===== src/rtl/mux_4x1_rr_arbiter_if.sv =====
// Requester-side bundle for the shared 4:1 mux: request vector in, grant/select/enable out.
interface mux_4x1_rr_arbiter_if;
    logic [3:0] req;
    logic [3:0] gnt;
    logic       S1;
    logic       S0;
    logic       E;
    logic       busy;

    modport master (output req, input gnt, S1, S0, E, busy);
    modport slave  (input req, output gnt, S1, S0, E, busy);
endinterface


===== src/rtl/mux_4x1_rr_arbiter.sv =====
// Round-robin owner of a decoder/tri-state 4:1 mux with bounded tenure.
// Define MUX_4X1_ARB_TURNAROUND_EN to insert one dead cycle (TURN) between grants.
module mux_4x1_rr_arbiter #(
    parameter int unsigned MAX_HOLD = 8,
    parameter int unsigned HOLD_W   = 8
) (
    input  logic                    clk,
    input  logic                    rst,
    mux_4x1_rr_arbiter_if.slave     bus
);

`ifdef MUX_4X1_ARB_TURNAROUND_EN
    typedef enum logic [1:0] {IDLE = 2'd0, GRANT = 2'd1, TURN = 2'd2} state_t;
`else
    typedef enum logic [1:0] {IDLE = 2'd0, GRANT = 2'd1} state_t;
`endif

    localparam logic [HOLD_W-1:0] HOLD_LIM = HOLD_W'(MAX_HOLD);
    // With unlimited tenure the counter just parks at all-ones.
    localparam logic [HOLD_W-1:0] CNT_SAT  = (MAX_HOLD == 0) ? {HOLD_W{1'b1}} : HOLD_LIM;

    state_t            state_q, state_d;
    logic [1:0]        cur_q, cur_d;
    logic [1:0]        ptr_q, ptr_d;
    logic [HOLD_W-1:0] cnt_q, cnt_d;
    logic [3:0]        gnt_q, gnt_d;
    logic [1:0]        sel_q, sel_d;
    logic              e_q, e_d;

    logic [3:0]        req;
    logic [3:0]        cur_oh;
    logic [3:0]        others;
    logic              hold_hit;
    logic              grant_end;

    // First set bit of r scanning p, p+1, ... mod 4.
    function automatic logic [1:0] pick(input logic [3:0] r, input logic [1:0] p);
        logic [1:0] idx;
        pick = p;
        for (int k = 3; k >= 0; k--) begin
            idx = p + 2'(k);
            if (r[idx]) pick = idx;
        end
    endfunction

    assign req       = bus.req;
    assign cur_oh    = 4'b0001 << cur_q;
    assign others    = req & ~cur_oh;
    assign hold_hit  = (MAX_HOLD != 0) && (cnt_q == HOLD_LIM);
    assign grant_end = !req[cur_q] || (hold_hit && (others != 4'b0000));

    always_comb begin
        state_d = state_q;
        cur_d   = cur_q;
        ptr_d   = ptr_q;
        cnt_d   = cnt_q;
        case (state_q)
            IDLE: begin
                if (req != 4'b0000) begin
                    state_d = GRANT;
                    cur_d   = pick(req, ptr_q);
                    cnt_d   = HOLD_W'(1);
                end
            end
            GRANT: begin
                if (grant_end) begin
                    ptr_d = cur_q + 2'd1;
`ifdef MUX_4X1_ARB_TURNAROUND_EN
                    state_d = TURN;
                    cnt_d   = '0;
`else
                    // Scanning from cur+1 reaches every other requester before cur itself.
                    if (others != 4'b0000) begin
                        state_d = GRANT;
                        cur_d   = pick(others, cur_q + 2'd1);
                        cnt_d   = HOLD_W'(1);
                    end else begin
                        state_d = IDLE;
                        cnt_d   = '0;
                    end
`endif
                end else if (cnt_q != CNT_SAT) begin
                    cnt_d = cnt_q + HOLD_W'(1);
                end
            end
`ifdef MUX_4X1_ARB_TURNAROUND_EN
            TURN: begin
                if (req != 4'b0000) begin
                    state_d = GRANT;
                    cur_d   = pick(req, ptr_q);
                    cnt_d   = HOLD_W'(1);
                end else begin
                    state_d = IDLE;
                end
            end
`endif
            default: state_d = IDLE;
        endcase

        // Outputs are decoded from next state and registered; select holds outside GRANT.
        e_d   = (state_d == GRANT);
        gnt_d = e_d ? (4'b0001 << cur_d) : 4'b0000;
        sel_d = cur_d;
    end

    always_ff @(posedge clk) begin
        if (rst) begin
            state_q <= IDLE;
            cur_q   <= 2'd0;
            ptr_q   <= 2'd0;
            cnt_q   <= '0;
            gnt_q   <= 4'b0000;
            sel_q   <= 2'd0;
            e_q     <= 1'b0;
        end else begin
            state_q <= state_d;
            cur_q   <= cur_d;
            ptr_q   <= ptr_d;
            cnt_q   <= cnt_d;
            gnt_q   <= gnt_d;
            sel_q   <= sel_d;
            e_q     <= e_d;
        end
    end

    assign bus.gnt  = gnt_q;
    assign bus.S1   = sel_q[1];
    assign bus.S0   = sel_q[0];
    assign bus.E    = e_q;
    assign bus.busy = e_q;

endmodule


===== src/flat_wrapper.sv =====
// flat-port wrapper written by rule: the top's interface ports become plain ports
module mux_4x1_rr_arbiter_flat 
#(
    parameter int unsigned MAX_HOLD = 8,
    parameter int unsigned HOLD_W   = 8
)
  (clk, rst, bus_req, bus_gnt, bus_S1, bus_S0, bus_E, bus_busy);
  mux_4x1_rr_arbiter_if bus_i ();
  input  logic clk;
  input  logic rst;
  input wire logic [$bits(bus_i.req)-1:0] bus_req;
  output wire logic [$bits(bus_i.gnt)-1:0] bus_gnt;
  output wire logic [$bits(bus_i.S1)-1:0] bus_S1;
  output wire logic [$bits(bus_i.S0)-1:0] bus_S0;
  output wire logic [$bits(bus_i.E)-1:0] bus_E;
  output wire logic [$bits(bus_i.busy)-1:0] bus_busy;
  assign bus_i.req = bus_req;
  assign bus_gnt = bus_i.gnt;
  assign bus_S1 = bus_i.S1;
  assign bus_S0 = bus_i.S0;
  assign bus_E = bus_i.E;
  assign bus_busy = bus_i.busy;
  mux_4x1_rr_arbiter #(.MAX_HOLD(MAX_HOLD), .HOLD_W(HOLD_W)) u_core (.clk(clk), .rst(rst), .bus(bus_i));
endmodule

===== config.mk =====
export PLATFORM = sky130hd
export DESIGN_NAME = mux_4x1_rr_arbiter_flat
export DESIGN_NICKNAME = d
export VERILOG_FILES = /design/src/rtl/mux_4x1_rr_arbiter_if.sv /design/src/rtl/mux_4x1_rr_arbiter.sv /design/src/flat_wrapper.sv
export SDC_FILE = /design/constraint.sdc
export NUM_CORES = 1
export LEC_CHECK = 0
export ABC_CLOCK_PERIOD_IN_PS = 5400
export CORE_MARGIN = 2
export CORE_UTILIZATION = 50
export CTS_BUF_LIST = sky130_fd_sc_hd__clkbuf_8
export DETAILED_ROUTE_END_ITERATION = 8
export PLACE_DENSITY = 0.81
export SYNTH_ARGS = -nofsm -noshare
export SYNTH_HDL_FRONTEND = slang
export SYNTH_SLANG_ARGS = --single-unit

===== constraint.sdc =====
create_clock -name clk -period 5.4 [get_ports clk]
set_input_delay 1.08 -clock clk [delete_from_list [all_inputs] [get_ports clk]]
set_output_delay 1.08 -clock clk [all_outputs]
set_load 0.02 [all_outputs]

==> results of run 1 <==
==> critical path, delay by kind of cell <==
family	cells	cell delay (ps)
AOI/OAI and AO/OA	4	1120
and+or+nand+nor	2	680
buffers and inverters	1	530
==> routing by layer <==
layer | vias to the layer above | global-route usage
li1 | 544 | -
met1 | 515 | 0.267
met2 | 29 | 0.416
met3 | 4 | 0.0706
met4 | 0 | 0.0598
met5 | - | 0
==> where the power goes <==
| part | switching [uW] | internal [uW] |
|---|---|---|
| Sequential | 6.61 | 145 |
| Combinational | 44.4 | 33.3 |
| Clock | 47.5 | 51.3 |
==> per-stage QoR <==
| step | util | worst slack, ps |
|---|---|---|
| global placement | 0.608 | 2040 |
| CTS | 0.629 | 2130 |
| finish | 0.629 | 2140 |
| global route | 0.629 | 2020 |
| floorplan | - | 2730 |
| detailed placement | 0.608 | 1950 |
==> cell usage in the layout, fill, tap and decap left out, types with 3 or more instances in the layout <==
cell / instances
a21o_1: 3
a21oi_1: 11
a311oi_1: 3
clkbuf_8: 3
clkdlybuf4s50_1: 13
dfxtp_1: 19
ha_1: 6
inv_1: 8
nand2_1: 6
nand2b_1: 4
nand3_1: 6
nor2_1: 15
nor2b_1: 3
o21ai_0: 7
or3_1: 7
==> kinds of logic after synthesis <==
kind of cell,share of synthesized area
simple gates,0.296
compound gates,0.246
flops,0.311
buf+inv,0.0379
fa+ha+maj,0.0614
mux,0.0450
other cells,0.00307
==> state kept, by name, indices dropped and copies added (netlist names) <==
name and flops:
u_core.cur_q 2, u_core.bus.E 1, u_core.ptr_q 2, u_core.bus.gnt 4, u_core.state_q 2, u_core.cnt_q 8
==> final cells by class <==
| cell class | instances | area, um^2 | share of cell area |
|---|---|---|---|
| Multi-Input combinational cell | 110 | 796 | 0.561 |
| Inverter | 8 | 30.0 | 0.0212 |
| Clock inverter | 1 | 5.00 | 0.00353 |
| Sequential cell | 19 | 380 | 0.268 |
| Tap cell | 28 | 35.0 | 0.0247 |
| Timing Repair Buffer | 13 | 130 | 0.0918 |
| Clock buffer | 3 | 41.3 | 0.0291 |
==> how the worst min path moves through the flow <==
stage / endpoint / slack [ps]
3_3_place_gp: u_core.cnt_q[7] / 480
5_1_grt: u_core.cnt_q[7] / 550
6_report: u_core.cnt_q[7] / 500
2_1_floorplan: u_core.cnt_q[7] / 460
4_1_cts: u_core.cnt_q[7] / 500
3_5_place_dp: u_core.cnt_q[7] / 490
==> out/qor.txt, run 1 <==
# port buffers - 13
Max Used Layer - met4
Final #Nets - 167
Clock skew - 2.19 ps
Hold path startpoint - u_core.cnt_q[7]
Routability Congestion - 0.835
Reg2Reg Setup Slack - 2590 ps
HP Class - reg -> reg
Worst Setup EP - u_core.cnt_q[0]
Area share of the largest cell type after synthesis - 0.311
Critical Path End Type - flip-flop
Dominant synthesized flop cell - dfxtp_1
Clock sinks - 19
WL/cell - 15.5 um
Final Cell Area - 0.00142 mm^2
Hold buffers post-CTS - 0
Worst vdd ir - 0.224 mV
First drt pass iteration count - 4
Worst reg2reg path endpoint - u_core.bus.gnt[1]
Starting DRT DRC Count - 35
Die height - 53.4 um
Yosys cell types - 47
Post-Route WL - 2.82 mm
FMAX - 0.307 GHz
Met2 wire length - 1.44 mm
Reg2reg path depth - 8
Required time worst endpoint - 5560 ps
Max Transition Viols Final - 0
Core box area - 0.00225 mm^2
Met3 wire length - 159 um
Total global routing overflow - 0
Fill cells - 209
Initial Utilization - 0.542
Layout cells sized above 1 - 0.104
Worst path slowest cell - clkdlybuf4s50_1
Minimum clock period - 3260 ps
Maxcap violations - 0
Resized cells post-CTS - 0
Metal-1 WL - 1.20 mm
Initial antenna violation count - 0
Clock Tree Buf Depth - 2
Warnings, synthesis - 0
RSZ-0062 raised after global routing - false
Endpoints failing setup - 0
Syn Nets - 152
Crit path from - bus_req[2]
Area growth, synth to finish - 16.0%
Reg2Reg Launch Point - u_core.cur_q[0]
Hold depth - 2
Synthesized instance count - 140
P per Cell Area - 232 mW/mm^2
TritonCTS clock tree - done
Overall Power - 328 uW
Die Width - 53.4 um
I/O Pins - 14
Sequential area share after synthesis - 0.311
HPWL after DPL - 2.11 mm
Synth top cells by count - dfxtp_1 (19), nor2_1 (15), a21oi_1 (11)
Ant diodes - 0
Hold violation count in the final report - 0
Cells after DPL - 178
Lkg Pwr - 0.000515 uW
Measured slew at the worst slew-check pin - 564 ps
Vias in the first global route - 1055
Num CTS Buffers - 3
Crit-path max FO - 15
Worst Path Arrival - 3420 ps
TNS Setup - 0 ps
Total GRT Usage - 0.233
Most common cell in the synthesized netlist - dfxtp_1
Via count - 1092
Total die area - 0.00286 mm^2
CP Cell Sequence - clkdlybuf4s50_1 > nor2b_2 > nor4_4 > o21ai_2 > a21oi_2 > a2111oi_0 > a211oi_1
Slew HR - 0.624
Post-synth EDFFs - 0
Synth async-reset ratio - 0
First-pass GRT wire length - 4.78 mm
Top cells by area, synth - dfxtp_1 (31%), ha_1 (6.1%), nor2_1 (4.6%)
Final cell count without fillers - 182
Cell Area, Placed - 0.00137 mm^2
Largest net degree at the start of global routing - 16
Hold Slack - 496 ps
Clock latency on the worst-skew pair - 260 ps
Outcome - finished, final reports clean
Vias per inst - 6.00
Synthesized area - 0.00122 mm^2
Rows - 17
Largest incremental delay on the critical path - 530 ps
Clock slew at reported path FFs - 70 ps
Post-synthesis register bit count - 19
H-tree depth - 1
Post-route DRC violation count - 0
Post-CTS setup buffer count - 0
Period Utilization, post-route - 0.604
Antenna viol nets, final - 0
Crit start category - primary input
Clk root buf - clkbuf_8
Syn_area_per_cell - 8.73 um^2
Largest area contributor in the netlist - dfxtp_1
CP Class - in -> reg
Power figures use the tool's default switching activity.
==> run 2: changes to the inputs <==
--- a/config.mk
+++ b/config.mk
@@ -5,12 +5,12 @@
 export SDC_FILE = /design/constraint.sdc
 export NUM_CORES = 1
 export LEC_CHECK = 0
-export ABC_CLOCK_PERIOD_IN_PS = 5400
+export ABC_CLOCK_PERIOD_IN_PS = 2700
 export CORE_MARGIN = 2
 export CORE_UTILIZATION = 50
 export CTS_BUF_LIST = sky130_fd_sc_hd__clkbuf_8
 export DETAILED_ROUTE_END_ITERATION = 8
-export PLACE_DENSITY = 0.81
+export PLACE_DENSITY = 0.84
 export SYNTH_ARGS = -nofsm -noshare
 export SYNTH_HDL_FRONTEND = slang
 export SYNTH_SLANG_ARGS = --single-unit
==> constraint.sdc (replaced) <==
create_clock -name clk -period 2.7 [get_ports clk]
set_input_delay 0.54 -clock clk [delete_from_list [all_inputs] [get_ports clk]]
set_output_delay 0.54 -clock clk [all_outputs]
set_load 0.02 [all_outputs]
==> run 2 against run 1 <==
Net effect:
- cell area up 6.8%
- cell count is 7.1% higher
- sequential power is 99% higher
- power rose by 100%
- largest cell class unchanged
- flip-flop and latch count is the same
- sequential share of layout area fell by 1.7 points
- die area stayed put
- first-iteration DRC count is 40% lower
- clock power rose by 92%
- worst setup slack got worse by 2000 ps
==> out/qor.txt, run 2 (synthesis gave the netlist of run 1 again) <==
Outcome - finished, final reports clean (unchanged)
Maxcap violations - 0 (unchanged)
Max reg flops - 8 (unchanged)
Post-Route WL - 2.84 mm (was 2.82 mm)
Core box area - 0.00225 mm^2 (unchanged)
Hold path startpoint - u_core.cnt_q[7] (unchanged)
Antenna viol nets, final - 0 (unchanged)
Crit-path max FO - 6 (was 15)
Largest Register - u_core.cnt_q (unchanged)
Largest net degree at the start of global routing - 15 (was 16)
Required time worst endpoint - 2850 ps (was 5560 ps)
Period Utilization, post-route - 0.962
Clock skew - 0.912 ps (was 2.19 ps)
Rows - 17 (unchanged)
Final cell count without fillers - 195 (was 182)
TritonCTS clock tree - done (unchanged)
Initial Utilization - 0.542 (unchanged)
P per Cell Area - 442 mW/mm^2 (was 232 mW/mm^2)
Ant diodes - 0 (unchanged)
Total GRT Usage - 0.229 (was 0.233)
Worst Path Arrival - 2750 ps (was 3420 ps)
Commonest cells after routing, fill and taps aside - dfxtp_1 (19), nor2_1 (15), clkdlybuf4s50_1 (13), buf_4 (13), a21oi_1 (11) (was dfxtp_1 (19), nor2_1 (15), clkdlybuf4s50_1 (13))
Vias per inst - 6.04 (was 6.00)
Vias in the first global route - 1069 (was 1055)
FMAX - 0.385 GHz
Hold buffers post-CTS - 0 (unchanged)
Area growth, synth to finish - 23.8% (was 16.0%)
Lkg Pwr - 0.000581 uW (was 0.000515 uW)
I/O Pins - 14 (unchanged)
Worst reg2reg path endpoint - u_core.bus.gnt[1] (unchanged)
CP Class - in -> reg (unchanged)
End of the worst hold path - u_core.cnt_q[7] (unchanged)
Endpoints failing setup - 0 (unchanged)
Critical Path End Type - flip-flop (unchanged)
Final Cell Area - 0.00151 mm^2 (was 0.00142 mm^2)
Clock Tree Buf Depth - 2 (unchanged)
CP Buf/Inv Count - 1 (unchanged)
Clk root buf - clkbuf_8 (unchanged)
First-pass GRT wire length - 4.71 mm (was 4.78 mm)
HPWL after DPL - 2.26 mm (was 2.11 mm)
Commonest non-fill, non-tap cell in the layout - dfxtp_1 (unchanged)
Fill cells - 204 (was 209)
HP Class - reg -> reg (unchanged)
CP Depth - 7 (unchanged)
Resized cells post-CTS - 0 (unchanged)
Measured slew at the worst slew-check pin - 505 ps (was 564 ps)
Crit path max-delay family - compound AO/OA/AOI/OAI gates (unchanged)
Total die area - 0.00286 mm^2 (unchanged)
Num CTS Buffers - 3 (unchanged)
CP Cell Sequence - clkdlybuf4s50_1 > mux4_2 > a21boi_1 > a311o_1 > nor4_4 > a211o_1 > nor2_1 (was clkdlybuf4s50_1 > nor2b_2 > nor4_4 > o21ai_2 > a21oi_2 > a2111oi_0 > a211oi_1)
RSZ-0062 raised after global routing - false (unchanged)
Cell Area, Placed - 0.00147 mm^2 (was 0.00137 mm^2)
Cells after DPL - 191 (was 178)
Slew HR - 0.662 (was 0.624)
Reg2reg path depth - 8 (unchanged)
Post-CTS setup buffer count - 0 (unchanged)
Post-route DRC violation count - 0 (unchanged)
Routability Congestion - 0.873 (was 0.835)
Worst vdd ir - 0.428 mV (was 0.224 mV)
Worst path slowest cell - mux4_2 (was clkdlybuf4s50_1)
Final #Nets - 180 (was 167)
Layout cells sized above 1 - 0.168 (was 0.104)
Largest incremental delay on the critical path - 560 ps (was 530 ps)
Reg2Reg Setup Slack - 180 ps (was 2590 ps)
Initial antenna violation count - 0 (unchanged)
Minimum clock period - 2600 ps
Total global routing overflow - 0 (unchanged)
Reg2Reg Launch Point - u_core.cur_q[0] (unchanged)
Hold violation count in the final report - 0 (unchanged)
Post-layout util - 0.671 (was 0.629)
Clock slew at reported path FFs - 60 ps (was 70 ps)
Max Transition Viols Final - 0 (unchanged)
Via count - 1177 (was 1092)
Clock latency on the worst-skew pair - 260 ps (about the same)
Crit start category - primary input (unchanged)
Clock sinks - 19 (unchanged)
Die Width - 53.4 um (unchanged)
First drt pass iteration count - 4 (unchanged)
# port buffers - 13 (unchanged)
Hold depth - 2 (unchanged)
H-tree depth - 1 (unchanged)
WL/cell - 14.6 um (was 15.5 um)
Starting DRT DRC Count - 21 (was 35)
Die height - 53.4 um (unchanged)
Overall Power - 668 uW (was 328 uW)
[run 2: cell types whose count changed in the layout (fill, tap and decap cells not counted)]
cell,change
inv_1,+1
buf_4,+13
clkinv_2,-1
[run 2: final cells by class]
class / count / area (um^2) / share of cell area
tap: 28 / 35.0 / 0.0231
sequential: 19 / 380 / 0.251
multi-input combinational: 110 / 796 / 0.526
timing repair buffer: 26 / 228 / 0.150
clock buffer: 3 / 41.3 / 0.0273
inverter: 8 / 30.0 / 0.0198
clock inverter: 1 / 3.75 / 0.00248
[run 2: worst max path at each step]
stage,startpoint,endpoint
global route,bus_req[3],u_core.bus.gnt[0]
finish,bus_req[0],u_core.bus.gnt[2]
detailed placement,bus_req[0],u_core.bus.gnt[2]
global placement,bus_req[1],u_core.bus.gnt[0]
CTS,bus_req[0],u_core.bus.gnt[2]
floorplan,u_core.cur_q[0],u_core.bus.gnt[1]
[run 2: power breakdown]
part / internal, uW / total (uW) / switching [uW] / leakage [uW]
Sequential: 291 / 302 / 10.5 / 0.000155
Clock: 101 / 190 / 88.5 / 0.0000269
Combinational: 82.9 / 177 / 94.3 / 0.000399
[run 2: per-stage QoR]
step | worst slack, ps | hold slack (ps) | setup TNS [ps]
CTS | 131 | 500 | 0
finish | 103 | 502 | 0
detailed placement | -146 | 491 | -534
floorplan | 90.9 | 459 | 0
global placement | 5.18 | 474 | 0
global route | 28.1 | 515 | 0
[run 2: tightest hold or removal path: cells and delay by family, from the launching register on]
kind	cells	cell delay [ps]
AOI/OAI and AO/OA	2	130
DFF	1	320
[run 2: metal layers]
| metal | vias up | wire length (um) | track usage |
|---|---|---|---|
| li1 | 574 | - | - |
| met1 | 565 | 1250 | 0.273 |
| met2 | 32 | 1440 | 0.412 |
| met3 | 6 | 100 | 0.0254 |
| met4 | 0 | 46 | 0.0897 |
| met5 | - | 0 | 0 |
